[src/rtl/regfile_scoreboard_if.sv]
// Port bundle for regfile_scoreboard: two read ports, one write port,
// one reserve port and the busy count.
interface regfile_scoreboard_if #(
    parameter int WIDTH  = 32,
    parameter int ADDR_W = 5
);
    logic [ADDR_W-1:0] ReadRegister1;
    logic [ADDR_W-1:0] ReadRegister2;
    logic [WIDTH-1:0]  ReadData1;
    logic [WIDTH-1:0]  ReadData2;
    logic              ReadReady1;
    logic              ReadReady2;
    logic [ADDR_W-1:0] WriteRegister;
    logic [WIDTH-1:0]  WriteData;
    logic              RegWrite;
    logic [ADDR_W-1:0] ReserveRegister;
    logic              Reserve;
    logic [ADDR_W:0]   BusyCount;

    modport master (
        output ReadRegister1, ReadRegister2, WriteRegister, WriteData, RegWrite,
               ReserveRegister, Reserve,
        input  ReadData1, ReadData2, ReadReady1, ReadReady2, BusyCount
    );

    modport slave (
        input  ReadRegister1, ReadRegister2, WriteRegister, WriteData, RegWrite,
               ReserveRegister, Reserve,
        output ReadData1, ReadData2, ReadReady1, ReadReady2, BusyCount
    );
endinterface

[src/rtl/regfile_scoreboard.sv]
// Register file with a busy-bit scoreboard for RAW stalls and optional
// same-cycle write-to-read bypass. Register 0 always reads as zero.
module regfile_scoreboard #(
    parameter int WIDTH  = 32,
    parameter int DEPTH  = 32,
    parameter int ADDR_W = 5,
    parameter int BYPASS = 1
) (
    input logic                 Clk,
    input logic                 Reset,
    regfile_scoreboard_if.slave bus
);

    localparam logic [ADDR_W:0] DEPTH_L = (ADDR_W+1)'(DEPTH);

    logic [DEPTH-1:0][WIDTH-1:0] regs;
    logic [DEPTH-1:0]            busy;
    logic [DEPTH-1:0]            busy_next;
    logic [DEPTH-1:0]            wr_mask;
    logic [DEPTH-1:0]            rsv_mask;
    logic [ADDR_W:0]             busy_count;
    logic [ADDR_W:0]             count_next;
    logic                        set_new;
    logic                        clr_old;
    logic [WIDTH:0]              rd1;
    logic [WIDTH:0]              rd2;

    function automatic logic in_range(input logic [ADDR_W-1:0] a);
        return (a != '0) && ({1'b0, a} < DEPTH_L);
    endfunction

    function automatic logic [DEPTH-1:0] decode(input logic en, input logic [ADDR_W-1:0] a);
        logic [DEPTH-1:0] m;
        m = '0;
        for (int i = 0; i < DEPTH; i++) begin
            if (en && (a == ADDR_W'(i))) m[i] = 1'b1;
        end
        return m;
    endfunction

    // Returns {ready, data}; an equal write address is already known in range.
    function automatic logic [WIDTH:0] read_port(
        input logic [ADDR_W-1:0]            a,
        input logic [DEPTH-1:0][WIDTH-1:0]  r,
        input logic [DEPTH-1:0]             b,
        input logic                         wr_en,
        input logic [ADDR_W-1:0]            wa,
        input logic [WIDTH-1:0]             wd
    );
        logic [WIDTH:0] res;
        res = {1'b1, {WIDTH{1'b0}}};
        if (in_range(a)) begin
            if ((BYPASS != 0) && wr_en && (wa == a)) begin
                res = {1'b1, wd};
            end else begin
                for (int i = 1; i < DEPTH; i++) begin
                    if (a == ADDR_W'(i)) res = {~b[i], r[i]};
                end
            end
        end
        return res;
    endfunction

    always_comb begin
        wr_mask  = decode(bus.RegWrite && in_range(bus.WriteRegister), bus.WriteRegister);
        rsv_mask = decode(bus.Reserve && in_range(bus.ReserveRegister), bus.ReserveRegister);
        // Reserve is applied after the write clear, so it wins on the same register.
        busy_next  = (busy & ~wr_mask) | rsv_mask;
        set_new    = |(rsv_mask & ~busy);
        clr_old    = |(wr_mask & busy & ~rsv_mask);
        count_next = busy_count + {{ADDR_W{1'b0}}, set_new} - {{ADDR_W{1'b0}}, clr_old};
    end

    always_ff @(posedge Clk or posedge Reset) begin
        if (Reset) begin
            busy       <= '0;
            busy_count <= '0;
        end else begin
            busy       <= busy_next;
            busy_count <= count_next;
        end
    end

    always_ff @(posedge Clk or posedge Reset) begin
        if (Reset) begin
            regs <= '0;
        end else begin
            for (int i = 1; i < DEPTH; i++) begin
                if (wr_mask[i]) regs[i] <= bus.WriteData;
            end
        end
    end

    always_comb begin
        rd1 = read_port(bus.ReadRegister1, regs, busy, bus.RegWrite, bus.WriteRegister, bus.WriteData);
        rd2 = read_port(bus.ReadRegister2, regs, busy, bus.RegWrite, bus.WriteRegister, bus.WriteData);
    end

    assign bus.ReadData1  = rd1[WIDTH-1:0];
    assign bus.ReadReady1 = rd1[WIDTH];
    assign bus.ReadData2  = rd2[WIDTH-1:0];
    assign bus.ReadReady2 = rd2[WIDTH];
    assign bus.BusyCount  = busy_count;

endmodule

[src/flat_wrapper.sv]
// flat-port wrapper written by rule: the top's interface ports become plain ports
module regfile_scoreboard_flat 
#(
    parameter int WIDTH  = 32,
    parameter int DEPTH  = 32,
    parameter int ADDR_W = 5,
    parameter int BYPASS = 1
)
  (Clk, Reset, bus_ReadRegister1, bus_ReadRegister2, bus_WriteRegister, bus_WriteData, bus_RegWrite, bus_ReserveRegister, bus_Reserve, bus_ReadData1, bus_ReadData2, bus_ReadReady1, bus_ReadReady2, bus_BusyCount);
  regfile_scoreboard_if #(.WIDTH(WIDTH), .ADDR_W(ADDR_W)) bus_i ();
  input logic Clk;
  input logic Reset;
  input wire logic [$bits(bus_i.ReadRegister1)-1:0] bus_ReadRegister1;
  input wire logic [$bits(bus_i.ReadRegister2)-1:0] bus_ReadRegister2;
  input wire logic [$bits(bus_i.WriteRegister)-1:0] bus_WriteRegister;
  input wire logic [$bits(bus_i.WriteData)-1:0] bus_WriteData;
  input wire logic [$bits(bus_i.RegWrite)-1:0] bus_RegWrite;
  input wire logic [$bits(bus_i.ReserveRegister)-1:0] bus_ReserveRegister;
  input wire logic [$bits(bus_i.Reserve)-1:0] bus_Reserve;
  output wire logic [$bits(bus_i.ReadData1)-1:0] bus_ReadData1;
  output wire logic [$bits(bus_i.ReadData2)-1:0] bus_ReadData2;
  output wire logic [$bits(bus_i.ReadReady1)-1:0] bus_ReadReady1;
  output wire logic [$bits(bus_i.ReadReady2)-1:0] bus_ReadReady2;
  output wire logic [$bits(bus_i.BusyCount)-1:0] bus_BusyCount;
  assign bus_i.ReadRegister1 = bus_ReadRegister1;
  assign bus_i.ReadRegister2 = bus_ReadRegister2;
  assign bus_i.WriteRegister = bus_WriteRegister;
  assign bus_i.WriteData = bus_WriteData;
  assign bus_i.RegWrite = bus_RegWrite;
  assign bus_i.ReserveRegister = bus_ReserveRegister;
  assign bus_i.Reserve = bus_Reserve;
  assign bus_ReadData1 = bus_i.ReadData1;
  assign bus_ReadData2 = bus_i.ReadData2;
  assign bus_ReadReady1 = bus_i.ReadReady1;
  assign bus_ReadReady2 = bus_i.ReadReady2;
  assign bus_BusyCount = bus_i.BusyCount;
  regfile_scoreboard #(.WIDTH(WIDTH), .DEPTH(DEPTH), .ADDR_W(ADDR_W), .BYPASS(BYPASS)) u_core (.Clk(Clk), .Reset(Reset), .bus(bus_i));
endmodule
[config.mk]
export PLATFORM = sky130hd
export DESIGN_NAME = regfile_scoreboard_flat
export DESIGN_NICKNAME = d
export VERILOG_FILES = /design/src/rtl/regfile_scoreboard_if.sv /design/src/rtl/regfile_scoreboard.sv /design/src/flat_wrapper.sv
export SDC_FILE = /design/constraint.sdc
export NUM_CORES = 2
export LEC_CHECK = 0
export BUFFER_PORTS_ARGS = -buffer_cell sky130_fd_sc_hd__buf_2
export CELL_PAD_IN_SITES_DETAIL_PLACEMENT = 2
export CELL_PAD_IN_SITES_GLOBAL_PLACEMENT = 2
export CORE_MARGIN = 2
export CORE_UTILIZATION = 29
export CTS_BUF_LIST = sky130_fd_sc_hd__clkbuf_16
export CTS_CLUSTER_SIZE = 14
export DETAILED_ROUTE_END_ITERATION = 7
export PLACE_DENSITY_LB_ADDON = 0.1
export SYNTH_ARGS = -nofsm -noshare
export SYNTH_HDL_FRONTEND = slang
export SYNTH_SLANG_ARGS = --single-unit
[constraint.sdc]
create_clock -name Clk -period 43.8 [get_ports Clk]
set_clock_uncertainty 0.05 [all_clocks]
set_input_delay 0 -clock Clk [delete_from_list [all_inputs] [get_ports Clk]]
set_output_delay 0 -clock Clk [all_outputs]
set_load 0.03 [all_outputs]
# After elaboration in Yosys (flattened, before gate mapping)
# Cells that the tools add are included.
# totals
ff_bits	1030
elab_cells	406
output_inout_bits	72
# op_classes
bitwise_logic	39
addsub	2
n_mux	130
n_eq_ne	126
reduce_logical	76
# op_table
operator	count
33-bit 2-to-1 mux	66
5-bit equality test, second input constant	64
5-bit by 4-bit equality test with 1-bit output, second input constant	32
32-bit AND	4
32-bit NOT	3
5-bit by 3-bit equality test with 1-bit output, second input constant	16
1-bit logical AND	68
1-bit 2-to-1 mux	64
32-bit OR reduction	2
5-bit by 2-bit equality test with 1-bit output, second input constant	8
32-bit bitwise OR	1
1-bit NOT	31
5-bit by 1-bit equality test with 1-bit output, second input constant	4
5-bit nonzero test	4
5-bit equality test	2
5-bit logical NOT	2
6-bit by 1-bit adder with 6-bit output	1
6-bit by 1-bit subtractor with 6-bit output	1

# Logic depth before layout (Yosys ltp)
# depth
depth_word	34
depth_mapped	18
ltp_nobuf	16

# Least setup slack after synthesis
# OpenSTA, ideal clock, no wires.
# synth_path
kind	input to register
start	input port bus_ReserveRegister[0]
end	register u_core.busy_count[4] (netlist: u_core.bus.BusyCount[4])
arrival_ps	2907
t_required_ps	43627
stages	17
slack_ps	40721
path_cell_list	clkbuf_1 -> or4b_2 -> nor2_1 -> nor2_1 -> a21oi_1 -> nand4_1 -> nor4_1 -> nand3_1 -> ha_1 -> inv_1 -> ha_1 -> inv_1 -> fa_1 -> inv_1 -> a21o_1 -> a21oi_1 -> xnor2_1
# synth_between
elab_chain_cells	8
# synth_rtl
element	line	text
start, declared	flat_wrapper.sv:18	input wire logic [$bits(bus_i.ReserveRegister)-1:0] bus_ReserveRegister;
5-bit nonzero test	regfile_scoreboard.sv:29	return (a != '0) && ({1'b0, a} < DEPTH_L);
1-bit logical AND	regfile_scoreboard.sv:66	rsv_mask = decode(bus.Reserve && in_range(bus.ReserveRegister), bus.ReserveRegister);
1-bit logical AND	regfile_scoreboard.sv:36	if (en && (a == ADDR_W'(i))) m[i] = 1'b1;
1-bit 2-to-1 mux	regfile_scoreboard.sv:36	
32-bit AND or 32-bit NOT (tied branches)	regfile_scoreboard.sv:69, regfile_scoreboard.sv:70	
32-bit OR reduction or 32-bit AND (tied branches)	regfile_scoreboard.sv:69, regfile_scoreboard.sv:70	
6-bit by 1-bit adder with 6-bit output or 32-bit OR reduction (tied branches)	regfile_scoreboard.sv:71, regfile_scoreboard.sv:70	
6-bit by 1-bit subtractor with 6-bit output *	regfile_scoreboard.sv:71	count_next = busy_count + {{ADDR_W{1'b0}}, set_new} - {{ADDR_W{1'b0}}, clr_old};
net u_core.count_next[4]	regfile_scoreboard.sv:22	logic [ADDR_W:0] count_next;
end signal, assigned	regfile_scoreboard.sv:80	busy_count <= count_next;
end, declared	regfile_scoreboard.sv:21	logic [ADDR_W:0] busy_count;
# The timed path passes the listed nets; every way through them passes the cells marked *.
# A chain may end at the register's enable or synchronous reset.

# Worst setup path after layout
# layout_path
start	input port bus_ReadRegister1[1]
end	output port bus_ReadData1[11]
# layout_between
elab_chain_cells	34
# layout_rtl
element	line	text
start, declared	flat_wrapper.sv:13	input wire logic [$bits(bus_i.ReadRegister1)-1:0] bus_ReadRegister1;
5-bit by 1-bit equality test with 1-bit output	regfile_scoreboard.sv:57	if (a == ADDR_W'(i)) res = {~b[i], r[i]};
33-bit 2-to-1 mux (31 in series)	regfile_scoreboard.sv:57	
33-bit 2-to-1 mux	regfile_scoreboard.sv:53	if ((BYPASS != 0) && wr_en && (wa == a)) begin
33-bit 2-to-1 mux *	regfile_scoreboard.sv:52	if (in_range(a)) begin
end, declared	flat_wrapper.sv:20	output wire logic [$bits(bus_i.ReadData1)-1:0] bus_ReadData1;
# Every way passes the cells marked *; elsewhere a longest branch is shown, timed or not.

==> reports/metrics.csv <==
metric;value;unit
Global Route Usage Sum;40.83;%
Fillers;20790;
global-route wire length before repair;545800;µm
fin util;33.61;%
port bufs;127;
Max-slew headroom;1.212;%
GP Congestion;0.9873;
die width;446.3;µm
clk sinks;1029;
worst-margin pin slew;1.479;ns
total number of vias;56480;
Post-synth EDFFs;0;
Critical Path End Type;output pin;
die height;446.3;µm
Die ar.;199200;µm²
area grow syn2layout;15.29;%
nets@finish;5458;
maximum vdd drop;30.17;µV
Avg WL per Cell;51.53;µm
Post-Syn Nets;5444;
leakage power;27.74;nW
final setup TNS;0;ns
crit path DAT;5.29;ns
GR Overflow Total;0;
Site Rows;162;
syn avg cell area;10.54;µm²
initial antenna violation count;57;
Netlist Area Pre-Place;56730;µm²
Startpoint Class;primary input;
Total Power;3.086;mW
Worst Path Max Fanout;46;
vias per cell;7.009;
Final Max Slew Viols;0;
Synth Register Bits;1029;
Min-Delay Path Class;in -> reg;
DRC;0;
area share of the largest cell type after synthesis;45.39;%
clock slew at reported path FFs;0.06;ns
register area share after synthesis;45.39;%
Final Hold Fails;0;
Synthesis Warnings;0;
Starting Density;29.15;%
Total Wirelength;415300;µm
CTS tree;done;
unrepaired setup endpoints after global routing;no;
CP Data Required Time;43.75;ns
vias in the first global route;55500;
type of the worst setup path;in -> out;
cells after synthesis;5381;
# resized after CTS;0;
most frequent cells in the layout;dfrtp_1 (1029), mux2_2 (972), a22oi_1 (514);
Synth async-reset ratio;100.0;%
area leader, netlist;dfrtp_1;
H-tree Lvls;4;
share of cells above drive strength 1;30.11;%
post-CTS setup buffer count;0;
drt pass-1 iters;6;
largest net degree at the start of global routing;159;
First DRT Iteration DRCs;8694;
setup violators final;0;
final hold slack;0.06523;ns
hpwl dp;268200;µm
I/O pins;128;
Clock Path Buffers;3;
Period minus WS final;5.338;ns
Max-cap violations;0;
Routed Antenna Nets;0;
Primary FF master, synth;dfrtp_1;
Pwr per Cell Area;47.19;nW/µm²
commonest non-fill, non-tap cell in the layout;dfrtp_1;
Final period util;12.19;%
Root Driver;clkbuf_16;
Cell variety after synth;91;
Max Fclk;187.3;MHz
clock latency on the worst-skew pair;0.82;ns
Core ar.;194600;µm²
Num CTS Buffers;135;
top area cells in the synthesized netlist;dfrtp_1 (45%), mux2_2 (19%), a22oi_1 (6.8%);
status;complete, no violations;
==> power breakdown <==
part	total (mW)	switching (mW)	internal, mW
registers	1.40	0.257	1.14
clock network	1.13	0.483	0.646
logic	0.561	0.332	0.228
==> registers in the layout, indices dropped and copies added, names as in the netlist <==
signal                count
u_core.bus.BusyCount      6
u_core.busy              31
u_core.regs             992
==> cell type report <==
class	instances	area (µm²)	area share, %
multi-input combinational	3786	29070	44.44
sequential	1029	25750	39.37
clock buffer	138	3453	5.280
tap	2542	3181	4.863
timing repair buffer	397	2880	4.404
clock inverter	97	832.0	1.272
inverter	46	180.2	0.2755
antenna	23	57.56	0.08801
==> logic make-up (layout without fill, tap and decap cells) <==
logic type	count (synthesis)	count (layout)	synth area share [%]
compound gates	1547	1547	18.99
xor+xnor	15	15	0.2316
fa+ha+maj	7	7	0.1676
buf+inv	566	678	4.553
flops	1029	1029	45.39
mux	1025	1025	20.32
other cells	0	23	0
simple gates	1192	1192	10.35
==> synthesized netlist by cell type, drive strengths merged (38+ instances only) <==
cell / instances
o211ai: 52
nand2: 407
nor2: 274
mux2: 972
buf: 260
o221ai: 38
and3: 38
a22o: 51
a221oi: 68
o21ai: 254
nand3: 121
nand4: 77
a22oi: 514
mux2i: 49
inv: 45
o22ai: 66
dfrtp: 1029
nor3: 76
a21oi: 226
clkbuf: 260
==> stage by stage <==
| step | setup WS (ns) | instance area [µm²] | instances |
|---|---|---|---|
| after floorplan | 14.79 | 56730 | 5381 |
| after global placement | 38.81 | 60530 | 7748 |
| after detailed placement | 38.82 | 60530 | 7748 |
| after CTS | 38.81 | 65320 | 8033 |
| after global routing | 38.73 | 65350 | 8037 |
| final | 38.46 | 65400 | 8058 |
==> worst paths after layout <==
check / start / depth (start not counted) / end / slack, ns
worst min register to register: u_core.regs[689]$_DFFE_PP0P_ / 1 / u_core.regs[689]$_DFFE_PP0P_ / 0.49
min in group asynchronous: Reset / 4 / u_core.regs[938]$_DFFE_PP0P_ / 0.43
worst max-delay path: bus_ReadRegister1[1] / 12 / bus_ReadData1[11] / 38.46
max in group asynchronous: Reset / 7 / u_core.regs[153]$_DFFE_PP0P_ / 40.21
worst max register to register: u_core.busy[20]$_DFF_PP0_ / 14 / u_core.bus.BusyCount[4]$_DFF_PP0_ / 40.34
worst min-delay path: bus_WriteRegister[4] / 4 / u_core.busy[29]$_DFF_PP0_ / 0.07
==> worst max-delay path, stage by stage <==
cell	delay, ns
buf_6	0.37
buf_4	0.69
nand2b_2	0.56
buf_4	0.53
nor2_4	0.21
buf_4	0.38
a22oi_1	0.27
nand2_1	0.09
nor4_1	0.85
o221ai_1	0.40
a221o_1	0.45
buf_2	0.19
==> what timing repair did <==
action,CTS,global route
setup endpoints to repair,0,0
hold buffers,50,0
hold endpoints to repair,1102,0
==> metal layers <==
metal	vias up	global-route usage (%)	share of wire (%)
met2	4336	57.74	41
met1	30250	53.72	40
met3	1407	10.59	10
li1	20460	-	-
met5	-	0	0.057
met4	30	29.34	8.5
(Power assumes the default switching activity.)
